===== src/rtl/ga_pkg.sv =====
// Shared constants and the fitness function for the GA best-chromosome search.
package ga_pkg;

  localparam int DEF_FIT_WIDTH   = 27;
  localparam int DEF_CHROM_WIDTH = 8;

  // Galois taps for x^32 + x^22 + x^2 + x + 1
  localparam logic [31:0] LFSR_MASK     = 32'h8020_0003;
  localparam logic [31:0] LFSR_ZERO_SUB = 32'h0000_0001;

  // f(x) = 4x^3 + x^2 + 1; 32 bits hold f(255) exactly, so truncation is lossless
  function automatic logic [DEF_FIT_WIDTH-1:0] fitness(input logic [DEF_CHROM_WIDTH-1:0] chrom);
    logic [31:0] x;
    x = 32'(chrom);
    return DEF_FIT_WIDTH'((32'd4 * x * x * x) + (x * x) + 32'd1);
  endfunction

endpackage


===== src/rtl/lfsr32_rng.sv =====
// Seeded 32-bit Galois LFSR supplying two 8-bit random draws per cycle.
module lfsr32_rng
  import ga_pkg::*;
(
  input  logic        clk,
  input  logic        reset,
  input  logic        enable,
  input  logic [31:0] seed,
  output logic [7:0]  rnd1,
  output logic [7:0]  rnd2
);

  logic [31:0] state;

  // An all-zero state would lock up, so a zero seed is replaced
  always_ff @(posedge clk) begin
    if (reset) begin
      state <= (seed == 32'h0) ? LFSR_ZERO_SUB : seed;
    end else if (enable) begin
      state <= {1'b0, state[31:1]} ^ (state[0] ? LFSR_MASK : 32'h0);
    end
  end

  assign rnd1 = state[7:0];
  assign rnd2 = state[15:8];

endmodule


===== src/rtl/ga_best_search.sv =====
// Draws two chromosomes per enabled cycle, scores them one stage later and
// keeps the fittest chromosome seen since reset.
module ga_best_search
  import ga_pkg::*;
#(
  parameter int FIT_WIDTH   = DEF_FIT_WIDTH,
  parameter int CHROM_WIDTH = DEF_CHROM_WIDTH
) (
  input  logic                   clk,
  input  logic                   reset,
  input  logic [31:0]            seed,
  input  logic                   enable,
  input  logic                   enable_second,
  output logic [CHROM_WIDTH-1:0] best,
  output logic [FIT_WIDTH-1:0]   best_fit,
  output logic                   best_valid
);

  logic [7:0]             rnd1;
  logic [7:0]             rnd2;
  logic [CHROM_WIDTH-1:0] c1;
  logic [CHROM_WIDTH-1:0] c2;
  logic [FIT_WIDTH-1:0]   fit1;
  logic [FIT_WIDTH-1:0]   fit2;
  logic                   v1;
  logic [CHROM_WIDTH-1:0] cand;
  logic [FIT_WIDTH-1:0]   cand_fit;

  lfsr32_rng u_rng (
    .clk    (clk),
    .reset  (reset),
    .enable (enable),
    .seed   (seed),
    .rnd1   (rnd1),
    .rnd2   (rnd2)
  );

  always_ff @(posedge clk) begin
    if (reset) begin
      c1   <= '0;
      c2   <= '0;
      fit1 <= '0;
      fit2 <= '0;
      v1   <= 1'b0;
    end else if (enable) begin
      c1   <= CHROM_WIDTH'(rnd1);
      c2   <= CHROM_WIDTH'(rnd2);
      fit1 <= FIT_WIDTH'(fitness(rnd1));
      fit2 <= FIT_WIDTH'(fitness(rnd2));
      v1   <= 1'b1;
    end
  end

  // Candidate 2 must be strictly fitter to win; ties stay with candidate 1
  always_comb begin
    cand     = c1;
    cand_fit = fit1;
    if (enable_second && (fit2 > fit1)) begin
      cand     = c2;
      cand_fit = fit2;
    end
  end

  always_ff @(posedge clk) begin
    if (reset) begin
      best       <= '0;
      best_fit   <= '0;
      best_valid <= 1'b0;
    end else if (enable && v1) begin
      if (cand_fit > best_fit) begin
        best     <= cand;
        best_fit <= cand_fit;
      end
      best_valid <= 1'b1;
    end
  end

endmodule


===== config.mk =====
export PLATFORM = sky130hd
export DESIGN_NAME = ga_best_search
export DESIGN_NICKNAME = d
export VERILOG_FILES = /design/src/rtl/ga_pkg.sv /design/src/rtl/lfsr32_rng.sv /design/src/rtl/ga_best_search.sv
export SDC_FILE = /design/constraint.sdc
export NUM_CORES = 1
export LEC_CHECK = 0
export CAP_MARGIN = 20
export CELL_PAD_IN_SITES_DETAIL_PLACEMENT = 2
export CELL_PAD_IN_SITES_GLOBAL_PLACEMENT = 2
export CORE_MARGIN = 2
export CORE_UTILIZATION = 41
export CTS_BUF_LIST = sky130_fd_sc_hd__clkbuf_8
export CTS_CLUSTER_SIZE = 30
export DETAILED_ROUTE_END_ITERATION = 8
export HOLD_SLACK_MARGIN = 0.15
export PLACE_DENSITY = 0.87
export SLEW_MARGIN = 0
export SYNTH_ARGS = -nofsm -noshare
export SYNTH_HDL_FRONTEND = slang
export SYNTH_SLANG_ARGS = --single-unit
export TNS_END_PERCENT = 100

===== constraint.sdc =====
create_clock -name clk -period 12.7 [get_ports clk]
set_input_delay 3.175 -clock clk [delete_from_list [all_inputs] [get_ports clk]]
set_output_delay 3.175 -clock clk [all_outputs]
set_load 0.005 [all_outputs]

==> results.py <==
metrics = {
    "route": {
        "wl_mm": 75.1,
        "drcViolationCount": 0,
        "vias": 17300,
        "dr.pass1.iters": 5,
        "antenna_left": 0,
        "dr.first_iter.drc_count": 803,
        "vias_per_cell": 5.54,
        "wl_per_cell_um": 24.1,
    },
    "hold_path": {
        "hp-class": "reg -> reg",
        "worstHoldStart": "best_valid",
    },
    "synth": {
        "synth_top_area_cell": "fa_1",
        "synth.area.top_cells": "fa_1, ha_1, dfxtp_1",
        "ys_types": 74,
        "synth.top_cell.area_share": 0.247,
        "seq_area_frac_synth": 0.142,
        "synthesis.area_um2": 21400,
        "ys_warn_count": 0,
        "synth_flop_cell": "dfxtp_1",
        "synth.mux.area_fraction": 0.0559,
        "ys_ff_latch": 136,
        "netlist_instances": 2394,
        "synth_compound_area_frac": 0.112,
        "synth-simple-area-share": 0.154,
        "syn_area_per_cell_um2": 8.92,
        "synthAdderAreaFrac": 0.403,
        "async_flop_share": 0,
        "synth_top_family_by_area": "adder cells",
        "synth_enable_flop_cells": 32,
        "yosys.area_share.xor_xnor": 0.0377,
    },
    "floorplanning": {
        "coreArea_um2": 51400,
        "die_x_um": 232,
        "num_io_pins": 72,
        "die_area_um2": 53900,
        "die_y_um": 232,
        "initial_core_util": 0.415,
        "rows": 83,
    },
    "critical_path": {
        "cp.required_ns": 13.14,
        "end_kind": "register",
        "crit_slowest_cell": "edfxtp_1",
        "cp.arrival_ns": 11.85,
        "crit_top_cell": "fa_1",
        "crit_buf_inv": 6,
        "startpoint_type": "register",
        "critPathKind": "reg -> reg",
        "crit_fanout": 25,
        "path_delay_family": "adder cells",
        "crit_start": "u_rng.state[8]",
        "r2r-start": "u_rng.state[8]",
        "slowest_delay_ns": 1.04,
    },
    "clocking": {
        "clk_latency_ns": 0.53,
        "ctsHoldBuffers": 0,
        "clk_path_buf_depth": 2,
        "post_cts_resized": 0,
        "numCtsBuffers": 17,
        "cts_tree": "yes",
        "root_buffer": "clkbuf_8",
        "htreeDepth": 4,
        "cts_setup_buffers": 0,
        "cts_sinks": 136,
        "cts.clk_slew.worst_paths_ns": 0.10,
    },
    "placed_design": {
        "dp_slack_ns": 1.38,
        "place.gp.congestion": 0.859,
        "placedCellCount": 3091,
        "dp_hpwl_mm": 62.7,
        "portBuffers": 71,
    },
    "sta": {
        "fmax_mhz": 87.6,
        "period_share": 0.899,
        "finalMaxSlewViolations": 0,
        "tns_ns": 0,
        "finClkSkew_ns": 0.0200,
        "post-route-min-period_ns": 11.42,
        "slew_headroom": 0.305,
        "finalSetupViolations": 0,
        "setup_ws_ns": 1.28,
        "rsz0062_at_grt": "no",
        "hold_viol": 0,
        "tightest_slew_ns": 1.04,
    },
    "layout": {
        "multiInputGateArea_um2": 16300,
        "synthToLayoutAreaGrowth_pct": 8.67,
        "finalNonFillerCells": 3123,
        "fill_cells": 5653,
        "regArea_um2": 3040,
        "nets": 2996,
        "final_common_cell": "inv_1",
        "diodes": 0,
        "finish.utilization": 0.451,
        "drive_gt1_frac": 0.0438,
        "layout_common_cells": "inv_1, ha_1, fa_1",
    },
    "global_route": {
        "grtUsageTotal": 0.286,
        "grt_pass1_wl_mm": 119,
        "grt_overflow": 0,
        "grt_pass1_vias": 20800,
        "grt_start_max_net_pins": 80,
        "antenna_found_initial": 1,
    },
    "status": {
        "status": "finished, final reports clean",
    },
    "flow_run": {
        "maxCapViolCount": 0,
    },
}
## per-stage QoR
stage / hold slack [ns] / cell area [um^2]
after floorplan: 0.456 / 21400
after global placement: 0.473 / 22800
after detailed placement: 0.481 / 22800
after CTS: 0.503 / 23200
after global routing: 0.535 / 23200
final: 0.493 / 23200
## area by class of cell
type                    instances  area share
multi-input cells            1720       0.703
flip-flops and latches        136       0.131
inverters                     463      0.0749
repair buffers                 92      0.0372
well taps                     680      0.0367
clock buffers                  19      0.0113
clock inverters                13     0.00615
## path summary, 6_finish.rpt
kind / endpoint / cells past startpoint / slack, ns
worst max-delay path: fit2[21] / 37 / 1.28
worst min-delay path: best_valid / 2 / 0.49
worst max register to register: fit2[21] / 37 / 1.28
worst min register to register: best_valid / 2 / 0.49
## worst register-to-register path, delay by kind of cell, from the launching register on
family	cells	cell delay, ns
AOI/OAI and AO/OA	9	2.17
xor gates and xnor gates	2	0.53
adders and majority gates	13	5.61
buffers and inverters	6	0.39
DFF	1	1.04
and+or+nand+nor	7	1.58
## routing by layer
| metal | GRT usage | vias up | share of wire |
|---|---|---|---|
| li1 | - | 7809 | - |
| met1 | 0.333 | 9006 | 0.41 |
| met2 | 0.533 | 345 | 0.53 |
| met3 | 0.0379 | 156 | 0.034 |
| met4 | 0.102 | 0 | 0.033 |
| met5 | 0 | - | 0 |
## cell families (layout without fill, tap and decap cells)
kind of cell	count (synthesis)	count (layout)
XOR/XNOR	92	92
flip-flops	136	136
multiplexers	116	116
other	1	2
AO/OA/AOI/OAI	335	335
adder cells (fa/ha/maj)	530	530
AND/OR/NAND/NOR	645	645
buffers and inverters	539	587
## Yosys cell counts (6+ instances only)
master and instances:
or3_1 6, xor2_1 25, nand2_1 135, dfxtp_1 104, nor2b_1 17, o21ai_1 6
nand2b_1 34, edfxtp_1 32, a211oi_1 64, o21bai_1 19, clkbuf_1 66, ha_1 267
nor3_1 24, xnor2_1 67, o211ai_1 10, a21oi_1 72, a21o_1 41, inv_1 463
nand3_1 23, nor2_1 163, o21ai_0 42, a31oi_1 7, and3_1 14, a211o_1 7
nor4_1 12, o21a_1 18, and2_1 182, mux2_2 25, mux2i_1 90, fa_1 263
nand4_1 16
## registers in the layout, summed over array words and instances, names as in the netlist
register     flops
best_valid       1
fit2            27
u_rng.state     32
v1               1
c2               7
best_fit        26
fit1            26
c1               8
best             8
Power is left out: the tool's default activity adds up to more than one toggle a clock period on the data nets, which glitch-free logic cannot reach.
==> RTL change (same settings) <==
`DEF_FIT_WIDTH`: 27 -> 35.
--- a/src/rtl/ga_pkg.sv
+++ b/src/rtl/ga_pkg.sv
@@ -2,5 +2,5 @@
 package ga_pkg;
 
-  localparam int DEF_FIT_WIDTH   = 27;
+  localparam int DEF_FIT_WIDTH   = 35;
   localparam int DEF_CHROM_WIDTH = 8;
 
Interface: changed (resized best_fit); port bits go from 72 to 80. The function was not compared with the original's and may differ.
==> RTL change against the unedited design <==
Via count is 1.4% higher. Sequential cell count stayed put. Design area hardly changed. Synthesized cell count is 0.63% higher. Sequential share of layout area hardly changed. Synthesized area is 0.18% higher. Routed wire length hardly changed. Setup slack worse by 0.32 ns. Critical path type unchanged.
Power is left out: the tool's default activity adds up to more than one toggle a clock period on the data nets, which glitch-free logic cannot reach.
==> RTL change: results <==
[route]
vias = 17560
wl_per_cell_um = 23.99
drtIter0Drc = 774

[synthesis]
synth_commonest_cells = "472 x inv_1, 267 x ha_1, 258 x fa_1"
yosys.cell_types.count = 68
ys_seq_area_share_pct = 14.22
syn_inst = 2409
synth_area_leaders = "fa_1 24%, ha_1 16%, dfxtp_1 9.7%"

[critical_path]
critPathMaxFanout = 21
rr_endpoint = "fit1[25]"
ff2ff_setup_slack_ns = 0.97
cp_slowest_stage_delay_ns = 0.95
r2r-start = "u_rng.state[4]"
reg2reg_depth = 39

[place]
place_hpwl_um = 59810
routabilityCongestion = 0.8708

[finish]
fin_cells = 3132
fin_nets = 3000
final_layout_size_suffix_gt1_share_pct = 5.506
n_fill_cell = 5677

[global_routing]
grt_pass1_wl_um = 120300
grt_pass1_vias = 21200
grt_max_degree = 60
antenna_found_initial = 0
grt_usage_pct = 28.83

[sta]
max_slew_margin_pct = 23.70
hold_ws_ns = 0.4978
fin_skew_ns = 0.01176

[cts]
post_cts_buffers = 0
worstSkewPairLatency_ns = 0.49

[hold_path]
holdPathEnd = "best[7]"
worstHoldStart = "best[7]"

[run_status]
outcome = "finished, final reports clean"
## RTL change: cells by family after synthesis
| kind of cell | count (synthesis) | share of synthesized area (%) |
|---|---|---|
| other cells | 1 | 0.01753 |
| xor+xnor | 93 | 3.807 |
| flops | 136 | 14.22 |
| mux | 113 | 5.615 |
| fa+ha+maj | 527 | 39.85 |
| buf+inv | 569 | 10.15 |
| simple gates | 609 | 14.65 |
| compound gates | 361 | 11.68 |
## RTL change: through the flow
step | setup slack [ns] | area (um^2) | utilization (%)
3_5_place_dp | 1.009 | 22810 | 44.38
5_1_grt | 0.1238 | 23200 | 45.13
4_1_cts | 0.9207 | 23200 | 45.13
2_1_floorplan | 2.497 | 21430 | -
6_report | 0.9680 | 23200 | 45.13
3_3_place_gp | 1.681 | 22800 | 44.35
## RTL change: worst max-delay path by stage
stage                              start  slack, ns  endpoint  cells past startpoint
after floorplan           u_rng.state[0]       2.50  fit1[21]                     40
after global placement    u_rng.state[4]       1.68  fit1[21]                     39
after detailed placement  u_rng.state[4]       1.01  fit1[21]                     39
after CTS                 u_rng.state[4]       0.92  fit1[24]                     37
after global routing      u_rng.state[4]       0.12  fit1[25]                     39
final                     u_rng.state[4]       0.97  fit1[25]                     39
## RTL change: worst max-delay path, delay by kind of cell (launching register included)
family	cells	cell delay (ns)
AND/OR/NAND/NOR	6	1.27
flip-flops	1	0.95
AO/OA/AOI/OAI	6	1.31
buffers and inverters	10	0.93
XOR/XNOR	3	0.87
adder cells (fa/ha/maj)	14	6.30
## RTL change: area by class of cell
| type | count | area share [%] |
|---|---|---|
| multi-input combinational | 1713 | 69.94 |
| sequential | 136 | 13.12 |
| inverter | 472 | 7.637 |
| timing repair buffer | 99 | 3.980 |
| tap | 680 | 3.668 |
| clock buffer | 17 | 1.009 |
| clock inverter | 15 | 0.6526 |
## RTL change: metal layers
metal,wire [um],share of wire (%),up-vias,global-route usage (%)
li1,-,-,7913,-
met1,29060,39,9135,31.88
met2,40750,54,333,54.96
met3,1927,2.6,177,3.015
met4,3397,4.5,0,13.10
met5,0,0,-,0
